File: src/rtl/btn_pkg.sv
`default_nettype none
// ============================================================================
// Module      : btn_pkg
// Description : Shared types and elaboration helpers for the button
//               debounce bank (channel state encoding, ms-to-cycle math).
// Revision    : 1.0 - initial release
// ============================================================================
package btn_pkg;

  // Per-channel debounce state
  typedef enum logic [1:0] {
    S_LOW    = 2'd0,
    S_WAIT_H = 2'd1,
    S_HIGH   = 2'd2,
    S_WAIT_L = 2'd3
  } btn_state_t;

  // Number of clock cycles in a millisecond interval
  function automatic int ms_to_cycles(input int clk_hz, input int ms);
    return (clk_hz / 1000) * ms;
  endfunction

  // Larger of two integers, used for counter sizing
  function automatic int max_int(input int a, input int b);
    return (a > b) ? a : b;
  endfunction

endpackage : btn_pkg
`default_nettype wire

File: src/rtl/btn_debounce_ch.sv
`default_nettype none
// ============================================================================
// Module      : btn_debounce_ch
// Description : One button channel: 2-FF synchronizer, debounce FSM with a
//               saturating stability counter, registered level and
//               one-cycle press/release pulses. With BTN_LONG_PRESS_EN
//               defined, the counter is reused in S_HIGH to emit a single
//               long-press pulse.
// Revision    : 1.0 - initial release
// ============================================================================
module btn_debounce_ch
  import btn_pkg::*;
#(
  parameter int DB_CYCLES   = 4,
`ifdef BTN_LONG_PRESS_EN
  parameter int LONG_CYCLES = 10,
`endif
  parameter int CW          = 4
) (
  input  logic clk,
  input  logic rst,
  input  logic raw_i,
  output logic level_o,
  output logic rise_o,
  output logic fall_o,
  output logic long_o
);

  localparam logic [CW-1:0] C_DB_LAST = CW'(DB_CYCLES - 1);
  localparam logic [CW-1:0] C_ONE     = CW'(1);
`ifdef BTN_LONG_PRESS_EN
  localparam logic [CW-1:0] C_LONG_LAST = CW'(LONG_CYCLES - 1);
  localparam logic [CW-1:0] C_LONG_DONE = CW'(LONG_CYCLES);
`endif

  logic          s1_q, s2_q;
  btn_state_t    state_q, state_d;
  logic [CW-1:0] cnt_q, cnt_d;
  logic          level_q, level_d;
  logic          rise_q, rise_d;
  logic          fall_q, fall_d;

  // Two-flop synchronizer for the asynchronous pin level
  always_ff @(posedge clk) begin
    if (!rst) begin
      s1_q <= 1'b0;
      s2_q <= 1'b0;
    end else begin
      s1_q <= raw_i;
      s2_q <= s1_q;
    end
  end

`ifdef BTN_LONG_PRESS_EN
  logic long_q, long_d;
`endif

  // Next-state logic: a level change is accepted only after s2 has held the
  // new value for DB_CYCLES further cycles; any reversion restarts it.
  always_comb begin
    state_d = state_q;
    cnt_d   = cnt_q;
    level_d = level_q;
    rise_d  = 1'b0;
    fall_d  = 1'b0;
`ifdef BTN_LONG_PRESS_EN
    long_d  = 1'b0;
`endif
    unique case (state_q)
      S_LOW: begin
        if (s2_q) begin
          state_d = S_WAIT_H;
          cnt_d   = '0;
        end
      end
      S_WAIT_H: begin
        if (!s2_q) begin
          state_d = S_LOW;
        end else if (cnt_q == C_DB_LAST) begin
          state_d = S_HIGH;
          level_d = 1'b1;
          rise_d  = 1'b1;
          cnt_d   = '0;
        end else begin
          cnt_d = cnt_q + C_ONE;
        end
      end
      S_HIGH: begin
        if (!s2_q) begin
          state_d = S_WAIT_L;
          cnt_d   = '0;
        end else begin
`ifdef BTN_LONG_PRESS_EN
          // Count hold time once; parking at C_LONG_DONE prevents repeats
          if (cnt_q != C_LONG_DONE) begin
            cnt_d = cnt_q + C_ONE;
          end
          if (cnt_q == C_LONG_LAST) begin
            long_d = 1'b1;
          end
`endif
        end
      end
      S_WAIT_L: begin
        if (s2_q) begin
          // Release bounce rejected; hold timing restarts on re-entry
          state_d = S_HIGH;
          cnt_d   = '0;
        end else if (cnt_q == C_DB_LAST) begin
          state_d = S_LOW;
          level_d = 1'b0;
          fall_d  = 1'b1;
          cnt_d   = '0;
        end else begin
          cnt_d = cnt_q + C_ONE;
        end
      end
      default: begin
        state_d = S_LOW;
        cnt_d   = '0;
      end
    endcase
  end

  // State, counter and registered outputs
  always_ff @(posedge clk) begin
    if (!rst) begin
      state_q <= S_LOW;
      cnt_q   <= '0;
      level_q <= 1'b0;
      rise_q  <= 1'b0;
      fall_q  <= 1'b0;
`ifdef BTN_LONG_PRESS_EN
      long_q  <= 1'b0;
`endif
    end else begin
      state_q <= state_d;
      cnt_q   <= cnt_d;
      level_q <= level_d;
      rise_q  <= rise_d;
      fall_q  <= fall_d;
`ifdef BTN_LONG_PRESS_EN
      long_q  <= long_d;
`endif
    end
  end

  assign level_o = level_q;
  assign rise_o  = rise_q;
  assign fall_o  = fall_q;
`ifdef BTN_LONG_PRESS_EN
  assign long_o  = long_q;
`else
  assign long_o  = 1'b0;
`endif

endmodule : btn_debounce_ch
`default_nettype wire

File: src/rtl/btn_debounce_bank.sv
`default_nettype none
// ============================================================================
// Module      : btn_debounce_bank
// Description : N independent push-button conditioning channels feeding the
//               reaction-test controller. Wiring only; all logic lives in
//               btn_debounce_ch. Optional feature macro: BTN_LONG_PRESS_EN
//               (enables btn_long_o; port list is identical either way).
// Revision    : 1.0 - initial release
// ============================================================================
module btn_debounce_bank
  import btn_pkg::*;
#(
  parameter int N_BTN       = 4,
  parameter int CLK_HZ      = 100_000_000,
  parameter int DEBOUNCE_MS = 20,
  parameter int LONG_MS     = 1000
) (
  input  logic             clk,
  input  logic             rst,
  input  logic [N_BTN-1:0] btn_raw_i,
  output logic [N_BTN-1:0] btn_level_o,
  output logic [N_BTN-1:0] btn_rise_o,
  output logic [N_BTN-1:0] btn_fall_o,
  output logic [N_BTN-1:0] btn_long_o
);

  localparam int DB_CYCLES   = ms_to_cycles(CLK_HZ, DEBOUNCE_MS);
  localparam int LONG_CYCLES = ms_to_cycles(CLK_HZ, LONG_MS);
  localparam int CW          = $clog2(max_int(DB_CYCLES, LONG_CYCLES) + 1);

  // A one-cycle debounce window would make the counter compare degenerate
  if (DB_CYCLES < 2) begin : g_cfg_error
    $error("btn_debounce_bank: DB_CYCLES=%0d must be >= 2", DB_CYCLES);
  end

  for (genvar i = 0; i < N_BTN; i++) begin : g_ch
    btn_debounce_ch #(
      .DB_CYCLES   (DB_CYCLES),
`ifdef BTN_LONG_PRESS_EN
      .LONG_CYCLES (LONG_CYCLES),
`endif
      .CW          (CW)
    ) u_ch (
      .clk     (clk),
      .rst     (rst),
      .raw_i   (btn_raw_i[i]),
      .level_o (btn_level_o[i]),
      .rise_o  (btn_rise_o[i]),
      .fall_o  (btn_fall_o[i]),
      .long_o  (btn_long_o[i])
    );
  end

endmodule : btn_debounce_bank
`default_nettype wire

File: config.mk
export PLATFORM = sky130hd
export DESIGN_NAME = btn_debounce_bank
export DESIGN_NICKNAME = d
export VERILOG_FILES = /design/src/rtl/btn_pkg.sv /design/src/rtl/btn_debounce_ch.sv /design/src/rtl/btn_debounce_bank.sv
export SDC_FILE = /design/constraint.sdc
export NUM_CORES = 1
export LEC_CHECK = 0
export BUFFER_PORTS_ARGS = -buffer_cell sky130_fd_sc_hd__buf_2
export CAP_MARGIN = 20
export CORE_MARGIN = 10
export CORE_UTILIZATION = 45
export CTS_CLUSTER_SIZE = 14
export DETAILED_ROUTE_END_ITERATION = 16
export PLACE_DENSITY = 0.71
export SETUP_SLACK_MARGIN = 0.4
export SKIP_LAST_GASP = 1
export SYNTH_ARGS = -nofsm -noshare
export SYNTH_HDL_FRONTEND = slang
export SYNTH_SLANG_ARGS = --single-unit
File: constraint.sdc
create_clock -name clk -period 1.9 [get_ports clk]
set_input_delay 0.095 -clock clk [delete_from_list [all_inputs] [get_ports clk]]
set_output_delay 0.095 -clock clk [all_outputs]
set_load 0.01 [all_outputs]
# After elaboration in Yosys (flattened, before gate mapping)
# Cells that the tools add are included.
dict set report op_classes {
  reduce_logical 28
  add_sub_neg 4
  bitwise_logic 5
  n_eq_ne 48
  mux 76
}
# operator count
set op_table {}
lappend op_table {{27-bit two-way mux} 20}
lappend op_table {{27-bit one-hot mux with 4 select lines} 4}
lappend op_table {{27-bit by 1-bit adder with 27-bit output (second input constant)} 4}
lappend op_table {{27-bit by 21-bit == test with 1-bit output (second input constant)} 4}
lappend op_table {{2-bit two-way mux} 24}
lappend op_table {{2-bit by 1-bit inequality test with 1-bit output (second input constant)} 16}
lappend op_table {{2-bit one-hot mux with 4 select lines} 4}
lappend op_table {{3-bit AND reduction} 8}
lappend op_table {{1-bit two-way mux} 20}
lappend op_table {{5-bit AND reduction} 4}
lappend op_table {{2-bit == test (second input constant)} 8}
lappend op_table {{2-bit inequality test (second input constant)} 8}
lappend op_table {{4-bit AND reduction} 4}
lappend op_table {{3-bit by 1-bit inequality test with 1-bit output (second input constant)} 4}
lappend op_table {{3-bit inequality test (second input constant)} 4}
lappend op_table {{3-bit OR reduction} 4}
lappend op_table {{2-bit by 1-bit == test with 1-bit output (second input constant)} 4}
lappend op_table {{2-bit zero test} 4}
lappend op_table {{1-bit one-hot mux with 2 select lines} 4}
lappend op_table {{2-bit nonzero test} 4}
lappend op_table {{1-bit NOT} 5}
dict set report word_totals {
  out_inout_bits 16
  input_bits 6
  register_bits 136
  wordCells 189
}

# Longest topological paths before layout
# Gate-level depths: netlist of run 1.
dict set report logic_depth {
  ltp_word 4
  ltp_mapped 8
  depth_no_buf 6
}

# Cells and area by module
# A second synthesis of run 1 with hierarchy kept.
dict set report hier_totals {
  cells_unflattened 860
  area_unflattened_um2 7249.5
}
# mod seq_area_each_um2 n_inst area_each_um2 cells_each
set modules_own_cells {}
lappend modules_own_cells {{btn_debounce_ch at g_ch[0].u_ch ...} 680.7 3 1788.0 210}
lappend modules_own_cells {{btn_debounce_ch at g_ch[3].u_ch} 680.7 1 1885.6 230}

# Worst setup path before layout of run 1
# OpenSTA, ideal clock, no wires.
dict set report synth_timing {
  kind {register to register}
  start {register g_ch[0].u_ch.cnt_q[0]}
  end {register g_ch[0].u_ch.cnt_q[18]}
  stages_incl_launch_ff 7
  slack_ns -0.002
  arrival_time_ns 1.775
  required_time_ns 1.773
  n_path_buf 0
  period_less_slack_ns 1.902
  path_cell_list {dfxtp_1 > ha_1 > nand2_1 > or3_4 > o2111ai_4 > a311oi_1 > or3_1}
}
dict set report synth_via {
  elab_chain_len 4
}
# element line_no
set synth_rtl {}
lappend synth_rtl {{start, declared} btn_debounce_ch.sv:38} ;# logic [CW-1:0] cnt_q, cnt_d;
lappend synth_rtl {{start signal, assigned} btn_debounce_ch.sv:138} ;# cnt_q <= cnt_d;
lappend synth_rtl {{27-bit by 1-bit adder with 27-bit output / 27-bit by 21-bit == test with 1-bit output (equally long branches)} n/a}
lappend synth_rtl {{27-bit two-way mux (*)} {btn_debounce_ch.sv:79, btn_debounce_ch.sv:109}}
lappend synth_rtl {{27-bit two-way mux (on tied branches)} {btn_debounce_ch.sv:105, btn_debounce_ch.sv:77}}
lappend synth_rtl {{27-bit one-hot mux with 4 select lines (*)} btn_debounce_ch.sv:69} ;# unique case (state_q)
# Mark *: on every way between the ends. The rest lies on a longest branch, timed or not. The select of a mux whose other input is x is not followed.
# A chain may end at the register's enable or synchronous reset.

# Final worst setup path of run 1
dict set report layout_timing {
  start {register g_ch[0].u_ch.cnt_q[9]}
  end {register g_ch[0].u_ch.cnt_q[24]}
}
# Same word-level chain as after synthesis.

==> results of run 1 <==
==> logic make-up after synthesis <==
logic type / after synthesis / synth area share, %
buffers and inverters: 75 / 5.32
flip-flops: 136 / 38.2
XOR/XNOR: 64 / 7.87
AO/OA/AOI/OAI: 120 / 12.1
adder cells (fa/ha/maj): 4 / 0.703
other: 1 / 0.0527
multiplexers: 14 / 1.97
AND/OR/NAND/NOR: 426 / 33.7
==> through the flow <==
stage	cell area [µm²]	hold WS [ns]	worst slack (ns)	setup TNS, ns	utilization, %
after global routing	10700	0.0250	-0.0768	-0.132	69.8
after global placement	8180	0.304	0.0651	0	53.2
after floorplan	7580	0.222	0.149	0	-
after CTS	9960	0.0339	0.0864	0	64.8
after detailed placement	8180	0.306	0.0366	0	53.2
final	10700	0.0323	-0.0264	-0.0264	69.8
==> cell usage after synthesis (5+ instances only) <==
| cell | count | area [µm²] |
|---|---|---|
| dfxtp_1 | 136 | 2720 |
| nor2_1 | 85 | 319 |
| nand2_1 | 71 | 267 |
| nand3_1 | 49 | 245 |
| xnor2_1 | 36 | 315 |
| nand4_1 | 34 | 213 |
| a21oi_1 | 30 | 150 |
| and3_1 | 28 | 175 |
| xor2_1 | 28 | 245 |
| nor3_1 | 24 | 120 |
| nor4_1 | 24 | 150 |
| clkbuf_1 | 20 | 75.1 |
| and4_1 | 19 | 166 |
| buf_4 | 18 | 135 |
| buf_2 | 16 | 80.1 |
| inv_1 | 16 | 60.1 |
| o21ai_0 | 16 | 80.1 |
| a31oi_1 | 14 | 87.6 |
| mux2i_1 | 14 | 140 |
| and2_1 | 13 | 81.3 |
| nor2b_1 | 9 | 56.3 |
| or4_1 | 9 | 67.6 |
| nand2b_1 | 7 | 43.8 |
| nand3b_1 | 7 | 52.6 |
| nor3b_1 | 6 | 45.0 |
| nor4b_1 | 6 | 52.6 |
| o211ai_1 | 6 | 45.0 |
| a211oi_1 | 5 | 37.5 |
| a41oi_1 | 5 | 43.8 |
| nor3_2 | 5 | 50.1 |
==> critical path, cell delays in order (launching register included) <==
cell and delay (ns):
dfxtp_4 0.40, nand4_1 0.22, buf_4 0.23, nor4_4 0.16
nand2_2 0.12, or4_4 0.45, a221oi_2 0.25
==> layer usage <==
layer / vias to the layer above / part of all wire (%) / global-route usage, %
met3: 74 / 4.6 / 4.81
met5: - / 0 / 0
met2: 228 / 50 / 29.9
li1: 3372 / - / -
met4: 0 / 3.4 / 7.79
met1: 3476 / 42 / 21.5
==> registers in the layout, indices dropped and copies added, names as in the netlist, named ones only <==
signal	count
g_ch.u_ch.s2_q	4
g_ch.u_ch.fall_o	4
g_ch.u_ch.state_q	4
g_ch.u_ch.cnt_q	108
g_ch.u_ch.level_o	4
g_ch.u_ch.s1_q	4
g_ch.u_ch.rise_o	4
==> cell type report <==
type / count / area, µm²
fillers: 1066 / 4630
well taps: 211 / 264
clock buffers: 22 / 454
multi-input cells: 633 / 5240
flip-flops and latches: 136 / 2880
repair buffers: 194 / 1730
clock inverters: 9 / 101
inverters: 17 / 63.8
==> final timing paths <==
kind                                            start                      to  slack, ns
worst max register to register  g_ch[0].u_ch.cnt_q[9]  g_ch[0].u_ch.cnt_q[24]      -0.03
worst min register to register      g_ch[3].u_ch.s1_q       g_ch[3].u_ch.s2_q       0.44
worst max-delay path            g_ch[0].u_ch.cnt_q[9]  g_ch[0].u_ch.cnt_q[24]      -0.03
worst min-delay path                              rst   g_ch[1].u_ch.cnt_q[6]       0.03
==> timing repair <==
item                                    in CTS  in global routing
hold endpoints to repair                     4                  0
cloned                                       6                  0
endpoints found under the setup margin     119                124
hold buffers                                 4                  0
buffers inserted                            61                 23
pin swaps                                   67                 52
gates resized for setup                    172                138
==> report_power, final <==
part	internal [µW]	total (µW)	leakage (µW)	switching (µW)
Combinational	160	366	0.00246	207
Sequential	2850	2870	0.00115	23.2
Clock	1940	3210	0.000273	1260
Total	4950	6440	0.00388	1490
==> impl_metrics.toml, run 1 <==
[global_routing]
grt_max_degree = 17
grt_pass1_wl_um = 32700
grt_use_total_pct = 18.1
grt_overflow = 0
grt_pass1_vias = 6804
antenna_found_initial = 0

[run]
maxCapViolCount = 0

[logic_synthesis]
synth.yosys.seq_area_share_pct = 38.2
ys.flop_type = "dfxtp_1"
syn_area_um2 = 7120
ys_async_sr_fraction_pct = 0
avgSynthCellArea_um2 = 8.48
ys_types = 79
yosysWarnings = 0
synth_edf_count = 0
netlist_instances = 840
synth_seq_cells = 136

[layout]
antennaDiodeCount = 0
layout_commonest_cell = "buf_4"
area_growth_pct = 50.8
instances_no_fill = 1222
fin_nets = 1009
mostFrequentLayoutCells = "buf_4, nand2_1, dfxtp_1"
drive_above_1_share_pct = 49.4

[worst_setup_path]
setup.worst_path.start_class = "flip-flop"
crit_type = "flip-flop to flip-flop"
end_kind = "flip-flop"
arrival_ns = 2.28
cp_max_fo = 8
cp.required_ns = 2.26
rr_worst_depth = 6

[worst_hold_path]
hp-class = "input pin to flip-flop"
hold_depth = 2

[drt]
via_count = 7150
drt_iter0_markers = 548
drcViolationCount = 0
vias_per_cell = 5.85
drt_pass1_iterations = 6
drt-wirelength-per-cell_um = 17.9
totalWireLength_um = 21900
ant_nets = 0

[sta]
finalCritPeriodShare_pct = 101
hold_violations = 0
post-route-min-period_ns = 1.93
maxSlewViolCount = 0
timing.final.ws_setup_ns = -0.0264
fin_skew_ns = 0.0136
setup_viol = 1
max_freq_mhz = 519
max-slew-margin-rel_pct = 60.7
rsz0062_at_grt = "true"
tightest_slew_ns = 0.585

[die]
die-area_um2 = 21300
start_util_pct = 46.3
num_rows = 45
fp.dieH_um = 146
coreArea_um2 = 15400
io_pins = 22
dieWidth_um = 146

[place]
dp_hpwl_um = 11700
place_congestion = 0.921
port_buffers = 17
dp_cells = 1097

[power_and_ir_drop]
power.total_uw = 6440
leakage_uw = 0.00388
power_density_nw_per_um2 = 600
vdd_drop_max_mv = 0.692

[clock_network]
root_buffer = "clkbuf_16"
cts_buffer_depth = 2
clk_pin_slew_worst_paths_ns = 0.06
clock-sinks = 136
clk-insertion-delay-late_ns = 0.44
cts-buffers-inserted = 17
h-tree-depth = 4
cts_tree = "yes"

[outcome]
violations = "negative setup slack"
outcome = "complete, but fails checks"
(Power assumes the default switching activity.)
==> run 2, diff against run 1 <==
--- a/config.mk
+++ b/config.mk
@@ -7,11 +7,12 @@
 export LEC_CHECK = 0
 export BUFFER_PORTS_ARGS = -buffer_cell sky130_fd_sc_hd__buf_2
 export CAP_MARGIN = 20
-export CORE_MARGIN = 10
-export CORE_UTILIZATION = 45
+export CELL_PAD_IN_SITES_DETAIL_PLACEMENT = 0
+export CELL_PAD_IN_SITES_GLOBAL_PLACEMENT = 1
+export CORE_UTILIZATION = 43
 export CTS_CLUSTER_SIZE = 14
 export DETAILED_ROUTE_END_ITERATION = 16
-export PLACE_DENSITY = 0.71
+export PLACE_DENSITY = 0.84
 export SETUP_SLACK_MARGIN = 0.4
 export SKIP_LAST_GASP = 1
 export SYNTH_ARGS = -nofsm -noshare
==> run 2 against run 1 <==
  * The run now ends clean
  * Sequential cell count unchanged
  * First-iteration DRC count decreased by 18%
  * Wire length fell by 2.6%
  * Critical path type unchanged
  * Critical endpoint unchanged
  * Largest cell class unchanged
==> impl_metrics.toml, run 2 (synthesis results as in run 1) <==
[sta]
finalCritPeriodShare_pct = 99.3
timing.final.ws_setup_ns = 0.0140
maxSlewViolCount = 0
fin_skew_ns = 0.0105
rsz0062_at_grt = "true"
hold_violations = 0
max_freq_mhz = 530
max-slew-margin-rel_pct = 59.6
holdWs_ns = 0.0307
tightest_slew_ns = 0.601
post-route-min-period_ns = 1.89
setup_viol = 0

[clock_network]
cts_buffer_depth = 2
root_buffer = "clkbuf_16"
clk-insertion-delay-late_ns = 0.42
cts-buffers-inserted = 17
clock-sinks = 136
cts_tree = "yes"
clk_pin_slew_worst_paths_ns = 0.06
h-tree-depth = 4

[worst_setup_path]
crit_path_frequent_cell = "buf_4"
crit_type = "flip-flop to flip-flop"
cp_max_fo = 7
cp.required_ns = 2.24
cp_slowest_cell = "or4_4"
arrival_ns = 2.23
setup.worst_path.start_class = "flip-flop"
critical-path-max-stage-delay_ns = 0.50
end_kind = "flip-flop"
path_cells = "nor4bb_4, nand4_1, buf_4, o21ai_4, buf_4, or4_4, a221oi_2"

[place]
place_congestion = 0.866
detailed_place.area_um2 = 8200
port_buffers = 17
dp_cells = 1105
pre_cts_ws_ns = -0.0410
dp_hpwl_um = 11600

[power_and_ir_drop]
power_frac_comb_pct = 5.6
vdd_drop_max_mv = 0.731
power_density_nw_per_um2 = 607
leakage_uw = 0.00401
p_sw_uw = 1480
p_sw_share_pct = 22.4
power_frac_seq_pct = 43.4
clkPwrFrac_pct = 50.9
intPower_uw = 5100

[drt]
via_count = 7141
drt_pass1_iterations = 6
drcViolationCount = 0
ant_nets = 0
vias_per_cell = 5.70
totalWireLength_um = 21300
drt-wirelength-per-cell_um = 17.0
drt_iter0_markers = 448

[layout]
largest_reg_flops = 108
regArea_um2 = 2920
antennaDiodeCount = 0
final_area_um2 = 10800
fillers = 1193
final_core_util_pct = 67.7
multi_input_area_um2 = 5090
top_register = "g_ch.u_ch.cnt_q"
mostFrequentLayoutCells = "buf_4, nand2_1, dfxtp_2"
drive_above_1_share_pct = 51.3
fin_nets = 1034
layout_commonest_cell = "buf_4"
instances_no_fill = 1253
area_growth_pct = 52.1

[die]
num_rows = 46
start_util_pct = 44.5
die-area_um2 = 17100
fp.dieH_um = 131
dieWidth_um = 131
io_pins = 22
coreArea_um2 = 16000

[global_routing]
antenna_found_initial = 0
grt_pass1_wl_um = 33400
grt_pass1_vias = 6883
grt_max_degree = 20
grt_overflow = 0
grt_use_total_pct = 24.8

[worst_hold_path]
hp-class = "input pin to flip-flop"

[run]
maxCapViolCount = 0

[outcome]
outcome = "complete, no violations"
-- run 2: changes by cell type in the layout (fill, tap and decap cells not counted), moves of 3 or more --
cell	previous run	this run
nor4_2	8	3
nor4_4	14	11
dfxtp_1	57	47
nor4_1	5	13
dfxtp_4	25	34
buf_12	7	4
nor2_2	23	34
buf_4	125	152
nor2_4	17	8
clkbuf_8	1	5
-- run 2: critical path: cells and delay by family, from the launching register on --
family                 cells  cell delay (ns)
AOI/OAI and AO/OA          2             0.35
DFF                        1             0.33
buffers and inverters      2             0.31
and+or+nand+nor            3             0.81
-- run 2: power groups by stage --
stage / clock (µW) / sequential, µW / combinational (µW)
after floorplan: 0 / 2960 / 196
after global placement: 0 / 2970 / 252
after detailed placement: 0 / 2970 / 254
after CTS: 3370 / 2870 / 337
after global routing: 3500 / 2860 / 398
final: 3350 / 2860 / 371
-- run 2: area by class of cell --
class,instances,area share (%)
Clock buffer,25,4.67
Tap cell,216,2.49
Clock inverter,7,0.832
Inverter,17,0.589
Timing Repair Buffer,220,17.4
Multi-Input combinational cell,632,47.0
Sequential cell,136,26.9
-- run 2: worst paths after layout --
path	startpoint	to	slack, ns	depth (start not counted)
min	rst	g_ch[2].u_ch.s2_q	0.03	2
min reg2reg	g_ch[2].u_ch.s1_q	g_ch[2].u_ch.s2_q	0.43	1
max reg2reg	g_ch[0].u_ch.cnt_q[10]	g_ch[0].u_ch.cnt_q[24]	0.01	7
max	g_ch[0].u_ch.cnt_q[10]	g_ch[0].u_ch.cnt_q[24]	0.01	7
-- run 2: per-stage QoR --
step | setup TNS [ns] | total power [µW]
detailed placement | -0.113 | 3220
finish | 0 | 6580
CTS | 0 | 6580
global route | -0.142 | 6760
global placement | 0 | 3220
floorplan | 0 | 3150
-- run 2: per-layer routing --
layer / global-route usage (%) / vias up / part of all wire, %
met5: 0 / - / 0
met4: 8.05 / 0 / 2.3
met3: 4.56 / 42 / 4.0
met2: 43.5 / 185 / 50
met1: 30.6 / 3500 / 43
li1: - / 3414 / -
-- run 2: what timing repair did --
action	in CTS	in global routing
gates resized for setup	206	105
setup buffers	81	25
endpoints found under the hold margin	4	0
setup endpoints to repair	121	123
pin swaps	105	60
hold buffers	4	0
cloned	6	0
==> run 3, diff against run 2 <==
--- a/config.mk
+++ b/config.mk
@@ -9,7 +9,7 @@
 export CAP_MARGIN = 20
 export CELL_PAD_IN_SITES_DETAIL_PLACEMENT = 0
 export CELL_PAD_IN_SITES_GLOBAL_PLACEMENT = 1
-export CORE_UTILIZATION = 43
+export CORE_UTILIZATION = 45
 export CTS_CLUSTER_SIZE = 14
 export DETAILED_ROUTE_END_ITERATION = 16
 export PLACE_DENSITY = 0.84
==> constraint.sdc (replaced) <==
create_clock -name clk -period 2.12 [get_ports clk]
set_input_delay 0.106 -clock clk [delete_from_list [all_inputs] [get_ports clk]]
set_output_delay 0.106 -clock clk [all_outputs]
set_load 0.01 [all_outputs]
==> run 3 against run 2 <==
  * Non-clock buffer count fell by 63
  * Hold slack improved by 0.11 ns
  * Combinational power fell by 29%
  * Highest routed layer unchanged
==> impl_metrics.toml, run 3 (synthesis results as in run 1) <==
[outcome]
outcome = "complete, no violations"

[place]
place_congestion = 0.836
port_buffers = 17
dp_hpwl_um = 11300

[worst_hold_path]
hold_depth = 3
hold_end = "g_ch[1].u_ch.state_q[0]"
min_from = "rst"
hp-class = "input pin to flip-flop"

[layout]
fin_nets = 972
final_core_util_pct = 65.6
antennaDiodeCount = 0
area_growth_pct = 41.1
layout_commonest_cell = "buf_4"
multi_input_area_um2 = 4860
largest_reg_flops = 108
mostFrequentLayoutCells = "buf_4, nor2_1, nand2_1"
drive_above_1_share_pct = 41.2
top_register = "g_ch.u_ch.cnt_q"
regArea_um2 = 2900
fillers = 1169

[worst_setup_path]
rr_worst_depth = 7
crit_type = "flip-flop to flip-flop"
path_cells = "nor4_4, nand4_1, buf_6, buf_4, o21ai_4, a211oi_1, o221a_2"
arrival_ns = 2.30
reg2reg_to = "g_ch[0].u_ch.cnt_q[19]"
r2r-start = "g_ch[0].u_ch.cnt_q[25]"
cp_max_fo = 7
critical-path-max-stage-delay_ns = 0.36
setup.worst_path.start_class = "flip-flop"
cp_slowest_cell = "nor4_4"
end_kind = "flip-flop"
cp.required_ns = 2.43
r2r_setup_slack_ns = 0.13

[clock_network]
h-tree-depth = 4
clk_pin_slew_worst_paths_ns = 0.06
cts-buffers-inserted = 17
cts_tree = "yes"
clk-insertion-delay-late_ns = 0.43
cts_buffer_depth = 2
clock-sinks = 136
root_buffer = "clkbuf_16"

[sta]
finalCritPeriodShare_pct = 93.7
max-slew-margin-rel_pct = 57.0
fin_skew_ns = 0.0103
setup_viol = 0
max_freq_mhz = 503
maxSlewViolCount = 0
hold_violations = 0
tightest_slew_ns = 0.641
fin_tns_setup_ns = 0
rsz0062_at_grt = "true"
post-route-min-period_ns = 1.99

[power_and_ir_drop]
vdd_drop_max_mv = 0.623
power_density_nw_per_um2 = 614
leakage_uw = 0.00359
power.total_uw = 6170

[drt]
drt_iter0_markers = 595
via_count = 6992
drt-wirelength-per-cell_um = 17.5
ant_nets = 0
totalWireLength_um = 20700
drcViolationCount = 0
drt_pass1_iterations = 5
vias_per_cell = 5.90

[global_routing]
grt_pass1_vias = 6495
grt_overflow = 0
grt_max_degree = 25
grt_pass1_wl_um = 31600
antenna_found_initial = 0
grt_use_total_pct = 24.2

[die]
start_util_pct = 46.5
io_pins = 22
num_rows = 45
dieWidth_um = 128
fp.dieH_um = 128
die-area_um2 = 16300
coreArea_um2 = 15300

[run]
maxCapViolCount = 0
==> run 3: cell types whose count changed in the layout (fill, tap and decap cells not counted), sizes merged <==
| cell | change |
|---|---|
| clkinvlp | -1 |
| buf | -64 |
| a31oi | +1 |
| clkinv | -2 |
| bufinv | +3 |
==> run 3: layout make-up <==
cell class	count	area share [%]
Multi-Input combinational cell	633	48.4
Sequential cell	136	28.8
Timing Repair Buffer	157	13.0
Clock buffer	24	4.99
Tap cell	211	2.63
Clock inverter	7	1.62
Inverter	17	0.635
==> run 3: power breakdown <==
part | total, µW | internal [µW] | switching, µW
Sequential | 2570 | 2540 | 23.8
Clock | 3340 | 2240 | 1100
Combinational | 265 | 106 | 159
==> run 3: worst max path at each step <==
stage	startpoint	end	slack (ns)	depth (start not counted)
6_report	g_ch[0].u_ch.cnt_q[25]	g_ch[0].u_ch.cnt_q[19]	0.13	7
5_1_grt	g_ch[0].u_ch.cnt_q[16]	g_ch[0].u_ch.cnt_q[19]	0.08	7
4_1_cts	g_ch[0].u_ch.cnt_q[9]	g_ch[0].u_ch.cnt_q[23]	0.28	7
3_5_place_dp	g_ch[0].u_ch.cnt_q[11]	g_ch[0].u_ch.cnt_q[19]	0.05	5
3_3_place_gp	g_ch[3].u_ch.cnt_q[12]	g_ch[3].u_ch.cnt_q[23]	0.13	5
2_1_floorplan	g_ch[0].u_ch.cnt_q[7]	g_ch[0].u_ch.cnt_q[19]	0.37	6
==> run 3: through the flow <==
| stage | hold WS, ns | area (µm²) | std cells | setup WS, ns |
|---|---|---|---|---|
| 6_report | 0.141 | 10000 | 1185 | 0.134 |
| 5_1_grt | 0.176 | 10000 | 1185 | 0.0843 |
| 4_1_cts | 0.141 | 9250 | 1143 | 0.281 |
| 3_5_place_dp | 0.320 | 7510 | 1044 | 0.0529 |
| 3_3_place_gp | 0.316 | 7510 | 1044 | 0.126 |
| 2_1_floorplan | 0.233 | 7240 | 843 | 0.369 |
==> run 3: critical path, delay by kind of cell (launching register included) <==
family,cells,cell delay [ns]
and+or+nand+nor,2,0.55
buffers and inverters,2,0.30
DFF,1,0.35
AOI/OAI and AO/OA,3,0.67
==> run 3: what timing repair did <==
item | CTS | global route
gates resized for setup | 149 | 130
pin swaps | 41 | 53
setup buffers | 61 | 41
gates cloned | 3 | 1
endpoints found under the hold margin | 4 | 0
hold buffers | 4 | 0
setup endpoints to repair | 109 | 101
==> run 3: per-layer routing <==
metal,up-vias,share of wire (%),track usage [%]
li1,3302,-,-
met5,-,0,0
met3,63,4.9,5.68
met4,0,3.4,11.4
met1,3382,41,29.7
met2,245,50,40.0
